<file path="config.mk">
export PLATFORM = sky130hd
export DESIGN_NAME = pulse_train_gen
export DESIGN_NICKNAME = d
export VERILOG_FILES = /design/src/rtl/pulse_train_gen.sv
export SDC_FILE = /design/constraint.sdc
export NUM_CORES = 1
export LEC_CHECK = 0
export BUFFER_PORTS_ARGS = -buffer_cell sky130_fd_sc_hd__buf_4
export CORE_UTILIZATION = 40
export CTS_CLUSTER_SIZE = 24
export DETAILED_ROUTE_END_ITERATION = 7
export MAX_ROUTING_LAYER = met4
export SLEW_MARGIN = 40
export SYNTH_ARGS = -nofsm -noshare
export SYNTH_HDL_FRONTEND = slang
export SYNTH_SLANG_ARGS = --single-unit
</file>
<file path="constraint.sdc">
create_clock -name clk -period 5.1 [get_ports clk]
set_clock_uncertainty 0.05 [all_clocks]
set_input_delay 0.255 -clock clk [delete_from_list [all_inputs] [get_ports clk]]
set_output_delay 0.255 -clock clk [all_outputs]
set_load 0.05 [all_outputs]
</file>
<file path="src/rtl/pulse_train_gen.sv">
// pulse_train_gen: counted pulse-train generator with programmable high/low
// phase lengths, busy/done status, a running pulse counter and abort.
module pulse_train_gen #(
   parameter int CNT_W = 8,
   parameter int LEN_W = 4
) (
   input  logic             clk,
   input  logic             rst,
   input  logic             start,
   input  logic [CNT_W-1:0] p_req,
   input  logic [LEN_W-1:0] hi_len,
   input  logic [LEN_W-1:0] lo_len,
   input  logic             abort,
   output logic             pulse,
   output logic             busy,
   output logic             done,
   output logic [CNT_W-1:0] pulse_cnt
);

   typedef enum logic [1:0] {IDLE, HIGH, LOW, FIN} state_t;

   localparam logic [LEN_W-1:0] LEN_ONE = {{(LEN_W-1){1'b0}}, 1'b1};
   localparam logic [CNT_W-1:0] CNT_ONE = {{(CNT_W-1){1'b0}}, 1'b1};

   state_t           state_q, state_d;
   logic [LEN_W-1:0] phase_q, phase_d;
   logic [CNT_W-1:0] cnt_q, cnt_d;
   logic [CNT_W-1:0] req_q, req_d;
   logic [LEN_W-1:0] hi_q, hi_d;
   logic [LEN_W-1:0] lo_q, lo_d;
   logic             pulse_q, pulse_d;
   logic             busy_q, busy_d;
   logic             done_q, done_d;

   // A programmed length of 0 behaves as a length of 1.
   function automatic logic [LEN_W-1:0] eff_len(input logic [LEN_W-1:0] len);
      return (len == '0) ? LEN_ONE : len;
   endfunction

   // phase_q holds the cycles remaining in the current phase after this one,
   // so it is loaded with length-1 on phase entry and the phase ends at 0.
   // Next-state, counters and latched request.
   always_comb begin
      state_d = state_q;
      phase_d = phase_q;
      cnt_d   = cnt_q;
      req_d   = req_q;
      hi_d    = hi_q;
      lo_d    = lo_q;
      if (abort && (state_q != IDLE)) begin
         state_d = IDLE;
      end else begin
         case (state_q)
            IDLE, FIN: begin
               state_d = IDLE;
               // FIN is not busy, so a new train may start straight from it.
               if (start && !abort) begin
                  req_d = p_req;
                  hi_d  = hi_len;
                  lo_d  = lo_len;
                  if (p_req == '0) begin
                     state_d = FIN;
                     cnt_d   = '0;
                  end else begin
                     state_d = HIGH;
                     cnt_d   = CNT_ONE;
                     phase_d = eff_len(hi_len) - LEN_ONE;
                  end
               end
            end
            HIGH: begin
               if (phase_q == '0) begin
                  if (cnt_q == req_q) begin
                     state_d = FIN;
                  end else begin
                     state_d = LOW;
                     phase_d = eff_len(lo_q) - LEN_ONE;
                  end
               end else begin
                  phase_d = phase_q - LEN_ONE;
               end
            end
            LOW: begin
               if (phase_q == '0) begin
                  state_d = HIGH;
                  cnt_d   = cnt_q + CNT_ONE;
                  phase_d = eff_len(hi_q) - LEN_ONE;
               end else begin
                  phase_d = phase_q - LEN_ONE;
               end
            end
            default: state_d = IDLE;
         endcase
      end
      pulse_d = (state_d == HIGH);
      busy_d  = (state_d == HIGH) || (state_d == LOW);
      done_d  = (state_d == FIN);
   end

   // State, counters and registered outputs; reset returns everything to idle.
   always_ff @(posedge clk or posedge rst) begin
      if (rst) begin
         state_q <= IDLE;
         phase_q <= '0;
         cnt_q   <= '0;
         req_q   <= '0;
         hi_q    <= '0;
         lo_q    <= '0;
         pulse_q <= 1'b0;
         busy_q  <= 1'b0;
         done_q  <= 1'b0;
      end else begin
         state_q <= state_d;
         phase_q <= phase_d;
         cnt_q   <= cnt_d;
         req_q   <= req_d;
         hi_q    <= hi_d;
         lo_q    <= lo_d;
         pulse_q <= pulse_d;
         busy_q  <= busy_d;
         done_q  <= done_d;
      end
   end

   assign pulse     = pulse_q;
   assign busy      = busy_q;
   assign done      = done_q;
   assign pulse_cnt = cnt_q;

endmodule

</file>
## Yosys cells after proc, flatten, opt, wreduce, memory -nomap -nowiden

Cells that the tools add are included.

- Add/subtract/negate cells: 5
- Equal/unequal tests: 11
- Muxes and demuxes: 20
- Bitwise gates (word level): 1
- Reduce and logical (&&, ||, !) cells: 16

Operators by type and width:

| kind | number |
|---|---|
| $mux W4 | 8 |
| $logic_not A4 Y1 | 4 |
| $mux W8 | 2 |
| $pmux W8 S2 | 1 |
| $sub A4 B1 Y4 const B | 4 |
| $pmux W4 S3 | 1 |
| $mux W2 | 5 |
| $add A8 B1 Y8 const B | 1 |
| $eq A2 B2 Y1 const B | 4 |
| $eq A8 B8 Y1 | 1 |
| $logic_not A8 Y1 | 1 |
| $reduce_and A4 Y1 | 2 |
| $ne A2 B2 Y1 const B | 3 |
| $pmux W2 S3 | 1 |
| $eq A2 B1 Y1 const B | 2 |
| $reduce_bool A2 Y1 | 2 |
| $ne A3 B3 Y1 const B | 1 |
| $reduce_and A3 Y1 | 1 |
| $logic_and A1 B1 Y1 | 2 |
| $logic_not A2 Y1 | 1 |
| $mux W1 | 2 |
| $reduce_or A2 Y1 | 1 |
| $logic_not A1 Y1 | 1 |
| $logic_or A1 B1 Y1 | 1 |
| $not A1 Y1 | 1 |

- Flip-flop bits (word level): 33
- Output and inout port bits: 11
- Logic and storage cells: 62

## Longest topological paths before layout

- Word-level depth: 7
- Mapped depth: 8
- Mapped depth without buffers: 8

## Worst setup path after synthesis

Ideal clock, no wire load.

- Path type: flip-flop to flip-flop
- From: register cnt_q[3], in the netlist pulse_cnt[3]
- To: register busy_q, in the netlist busy
- Setup time: 63 ps
- Data arrival time: 2040 ps
- Path slack: 2947 ps
- Stages on the path, launching flop included: 7
- Buffers on the path: 0
- Clock period less this slack: 2153 ps
- Cells stage by stage: dfrtp_1 xor2_1 nor4_1 a211oi_1 o41ai_1 ha_1 inv_1

- Word-level cells in the longest chain between the ends: 7

RTL lines:

| element | line | text |
|---|---|---|
| start: declaration | 27 | `logic [CNT_W-1:0] cnt_q, cnt_d;` |
| start signal: assignment | 115 | `cnt_q <= cnt_d;` |
| $eq A8 B8 Y1 * | 73 | `if (cnt_q == req_q) begin` |
| $mux W1 * | 73 |  |
| $mux W2 * | 72 | `if (phase_q == '0) begin` |
| $pmux W2 S3 * | 53 | `case (state_q)` |
| $mux W2 * | 50 | `if (abort && (state_q != IDLE)) begin` |
| via state_d[0] | 25 | `state_t state_q, state_d;` |
| $eq A2 B1 Y1 or $eq A2 B2 Y1 (tied branches) | 96 | `busy_d = (state_d == HIGH) \|\| (state_d == LOW);` |
| $logic_or A1 B1 Y1 * | 96 |  |
| via busy_d | 32 | `logic busy_q, busy_d;` |
| end signal: assignment | 120 | `busy_q <= busy_d;` |
| end: declaration | 32 |  |

The timed path passes the listed nets; every way through them passes the cells marked *.
A chain may end at the register's enable or synchronous reset.

## Final worst setup path

- From: register state_q[0]
- To: register cnt_q[4], in the netlist pulse_cnt[4]

- Word-level cells in the longest chain between the ends: 4

RTL lines:

| element | line | text |
|---|---|---|
| start: declaration | 25 |  |
| start signal: assignment | 113 | `state_q <= state_d;` |
| $eq A2 B2 Y1, or another cell as far along | 53 |  |
| $reduce_or A2 Y1 or $logic_and A1 B1 Y1 (tied branches) | 53, 50 |  |
| $ne A2 B2 Y1 (no line), or another cell as far along | n/a |  |
| $reduce_and A4 Y1 (no line) | n/a |  |

Several ways; a longest one is shown, not always the timed one.

==> qor.txt <==
CLOCK TREE
--------------------------------------------------------------------------------------------------------
CTS root buf .............................................................................. sky130_fd_sc_hd__clkbuf_8
CTS H-Tree Depth ..........................................................................            2
Clock buffers created by TritonCTS ........................................................            5
Post-CTS clock slew at the launch and capture registers of the worst setup and hold paths .      0.07 ns
# Post-CTS Setup Buffers ..................................................................            0
Number of resized instances in the post-cts repair step ...................................            0
Clk Latency, worst-skew pair ..............................................................      0.29 ns
Number of buffers inserted by hold repair at cts ..........................................            0
Maximum buffer depth of the clock tree ....................................................            2
Sinks on the clock net ....................................................................           33
Clock tree from TritonCTS .................................................................         done

FINAL LAYOUT
--------------------------------------------------------------------------------------------------------
Number of standard cells in the layout, taps in and fillers out ...........................          298
Fillers ...................................................................................          457
Inserted Diodes ...........................................................................            0
Sequential cell area ......................................................................    826 sq um
Layout Utilization ........................................................................        50.9%
Area of the multi-input gates ............................................................. 0.00104 sq mm
Area growth syn-to-layout .................................................................        18.6%
Final net count ...........................................................................          277
Share of cells above drive strength 1 .....................................................        17.9%

PLACEMENT
--------------------------------------------------------------------------------------------------------
Final Wtd Congestion ......................................................................        0.781
Placed Cells incl. Taps ...................................................................          291
Dpl hpwl ..................................................................................      3030 um
Number of input and output port buffers inserted ..........................................           30

TIMING
--------------------------------------------------------------------------------------------------------
Tmin final ................................................................................      2.73 ns
Total negative slack ......................................................................         0 ns
Final hold violation count ................................................................            0
Final worst hold slack ....................................................................   0.00936 ns
FMAX ......................................................................................      366 MHz
Setup-failing EPs final ...................................................................            0
Number of max-slew violations in the final report .........................................            0
Actual transition at the worst max-transition pin .........................................     0.729 ns
RSZ-0062 raised after global routing ......................................................           no
Period Utilization, post-route ............................................................        53.5%
Slew headroom .............................................................................        51.4%

SYNTHESIS
--------------------------------------------------------------------------------------------------------
Nets in the synthesized netlist ...........................................................          245
Post-synth top area share .................................................................        42.7%
Library cells used by synthesis ...........................................................           38
Proportion of synthesized chip area in sequential cells ...................................        42.7%
Number of storage elements in the synthesis netlist .......................................           33
Cell accounting for the most synthesized area ............................................. sky130_fd_sc_hd__dfrtp_1
Number of flops mapped to enable cells by yosys ...........................................            0
Post-Synthesis Cells ......................................................................          214
Dominant synthesized flop cell ............................................................ sky130_fd_sc_hd__dfrtp_1
Post-synth ARST share .....................................................................         100%
Top cells by area, synth .................................................................. sky130_fd_sc_hd__dfrtp_1 43%, sky130_fd_sc_hd__nand2_1 11%, sky130_fd_sc_hd__ha_1 7.1%
Mean cell area of the mapped netlist ......................................................   9.04 sq um
Yosys warns ...............................................................................            0
Synth Cell Area ........................................................................... 0.00193 sq mm

GRT
--------------------------------------------------------------------------------------------------------
Number of antenna violations at the first check in global routing .........................            0
First-pass GRT wire length ................................................................      7400 um
Vias in the first global route ............................................................        1,484
Tot GR Track Use ..........................................................................        19.6%
Total grt overflow ........................................................................            0
Largest net degree at the start of global routing .........................................           34

ROUTING
--------------------------------------------------------------------------------------------------------
Number of vias per cell ...................................................................         5.31
DR WL/cell ................................................................................      14.0 um
Vias after detailed routing ...............................................................        1,583
Post-detailed-route DRC marker count ......................................................            0
Detail Route Antenna Nets .................................................................            0
Number of DRC markers after the initial detailed-route iteration ..........................          111
Number of iterations in the first detailed-routing pass ...................................            4
Final wirelength ..........................................................................      4180 um

DIE
--------------------------------------------------------------------------------------------------------
Die Area .................................................................................. 0.00512 sq mm
Width of the die ..........................................................................      71.5 um
Placement row count .......................................................................           24
Initial standard-cell utilization of the core .............................................        42.9%
IO Count ..................................................................................           31
Floorplan die height ......................................................................      71.5 um
Core Area ................................................................................. 0.00450 sq mm

CRITICAL PATH
--------------------------------------------------------------------------------------------------------
CP endpoint kind ..........................................................................    flip-flop
CP required ...............................................................................      5.22 ns
Worst-case reg-to-reg path depth ..........................................................            7
Max FO, Critical Path .....................................................................           19
Critical Path Start Type ..................................................................    flip-flop
Crit path arrival time ....................................................................      2.85 ns
Critical path class .......................................................................      reg2reg

PWR
--------------------------------------------------------------------------------------------------------
Largest voltage drop on the vdd net .......................................................   0.000123 V
Static leakage ............................................................................   0.00115 uW
Cell Pwr Density ..........................................................................  304 mW/mm^2
Total Power Consumption ...................................................................       697 uW

FLOW RUN
--------------------------------------------------------------------------------------------------------
Maximum Capacitance Violations ............................................................            0

RUN STATUS
--------------------------------------------------------------------------------------------------------
Run status ................................................................................    completed

WORST HOLD PATH
--------------------------------------------------------------------------------------------------------
Worst hold path type ......................................................................     in2async

[report_power, final]
group | total [uW] | internal (uW) | switching [uW]
combinational | 169 | 73.0 | 96.1
sequential | 326 | 294 | 31.6
clock | 202 | 107 | 94.8
total | 697 | 474 | 223
[registers in the layout, summed over array words and instances (netlist names)]
signal and flops:
state_q 2, done 1, phase_q 4, pulse_cnt 8, hi_q 4, pulse 1
req_q 8, busy 1, lo_q 4
[per-stage QoR]
step | area [sq um] | setup slack (ns)
after global routing | 2290 | 2.11
after global placement | 2210 | 2.45
after CTS | 2290 | 2.35
after detailed placement | 2210 | 2.36
final | 2290 | 2.37
after floorplan | 1930 | 2.95
[kinds of logic after synthesis]
kind of cell / Yosys count / share of synthesized area [%]
AOI/OAI and AO/OA: 32 / 12.7
xor gates and xnor gates: 16 / 7.24
adders and majority gates: 11 / 7.12
buffers and inverters: 18 / 3.56
DFF: 33 / 42.7
muxes: 5 / 2.65
and+or+nand+nor: 99 / 24.1
[cells in the final DEF (no fill, tap or decap), types with 3 or more instances in the layout]
cell type	Yosys	layout
sky130_fd_sc_hd__dfrtp_1	33	33
sky130_fd_sc_hd__a21oi_1	6	6
sky130_fd_sc_hd__nor3_1	6	6
sky130_fd_sc_hd__o21ai_0	6	6
sky130_fd_sc_hd__xor2_1	11	11
sky130_fd_sc_hd__nand3_1	5	5
sky130_fd_sc_hd__o31ai_1	3	3
sky130_fd_sc_hd__buf_4	0	31
sky130_fd_sc_hd__ha_1	11	11
sky130_fd_sc_hd__inv_1	12	12
sky130_fd_sc_hd__nor2_1	12	12
sky130_fd_sc_hd__nor4_1	4	4
sky130_fd_sc_hd__mux2i_1	4	4
sky130_fd_sc_hd__clkbuf_8	0	6
sky130_fd_sc_hd__nand2_1	56	56
sky130_fd_sc_hd__nand2b_1	5	5
sky130_fd_sc_hd__xnor2_1	5	5
[cell usage after synthesis (all sizes together), types with 2 or more instances]
master / number
a211oi: 3
a21boi: 2
a21oi: 6
a22oi: 2
a31oi: 2
and3: 2
clkbuf: 5
dfrtp: 33
ha: 11
inv: 12
mux2i: 4
nand2: 56
nand2b: 5
nand3: 5
nor2: 12
nor2b: 2
nor3: 6
nor3b: 3
nor4: 4
o21ai: 6
o22ai: 2
o31ai: 3
or3: 2
xnor2: 5
xor2: 11
[layer usage]
layer	vias up	global-route usage, %	routed length [um]
li1	786	-	-
met2	34	25.3	1770
met4	0	7.84	79
met5	-	-	0
met3	5	4.36	149
met1	758	29.3	2180
[path summary, 6_finish.rpt]
kind	start	end	slack, ns
min reg2reg	req_q[3]	req_q[3]	0.45
max reg2reg	state_q[0]	pulse_cnt[4]	2.37
min	rst	lo_q[1]	0.009
max in group asynchronous	rst	hi_q[0]	4.68
min in group clk	lo_len[0]	lo_q[0]	0.11
max	state_q[0]	pulse_cnt[4]	2.37
[worst max-delay path: stages (launching register included)]
cell and delay, ns:
sky130_fd_sc_hd__dfrtp_1 0.37, sky130_fd_sc_hd__inv_1 0.07, sky130_fd_sc_hd__ha_1 0.50, sky130_fd_sc_hd__nor3b_4 0.70, sky130_fd_sc_hd__nand2b_1 0.41, sky130_fd_sc_hd__a21boi_2 0.26
sky130_fd_sc_hd__nand3_1 0.11, sky130_fd_sc_hd__mux2i_1 0.14
[layout make-up]
type	instances	area share (%)
clock buffer	7	3.76
inverter	12	1.96
multi-input combinational	163	45.3
sequential	33	36.0
tap	52	2.84
timing repair buffer	31	10.1
Power figures use the tool's default switching activity.
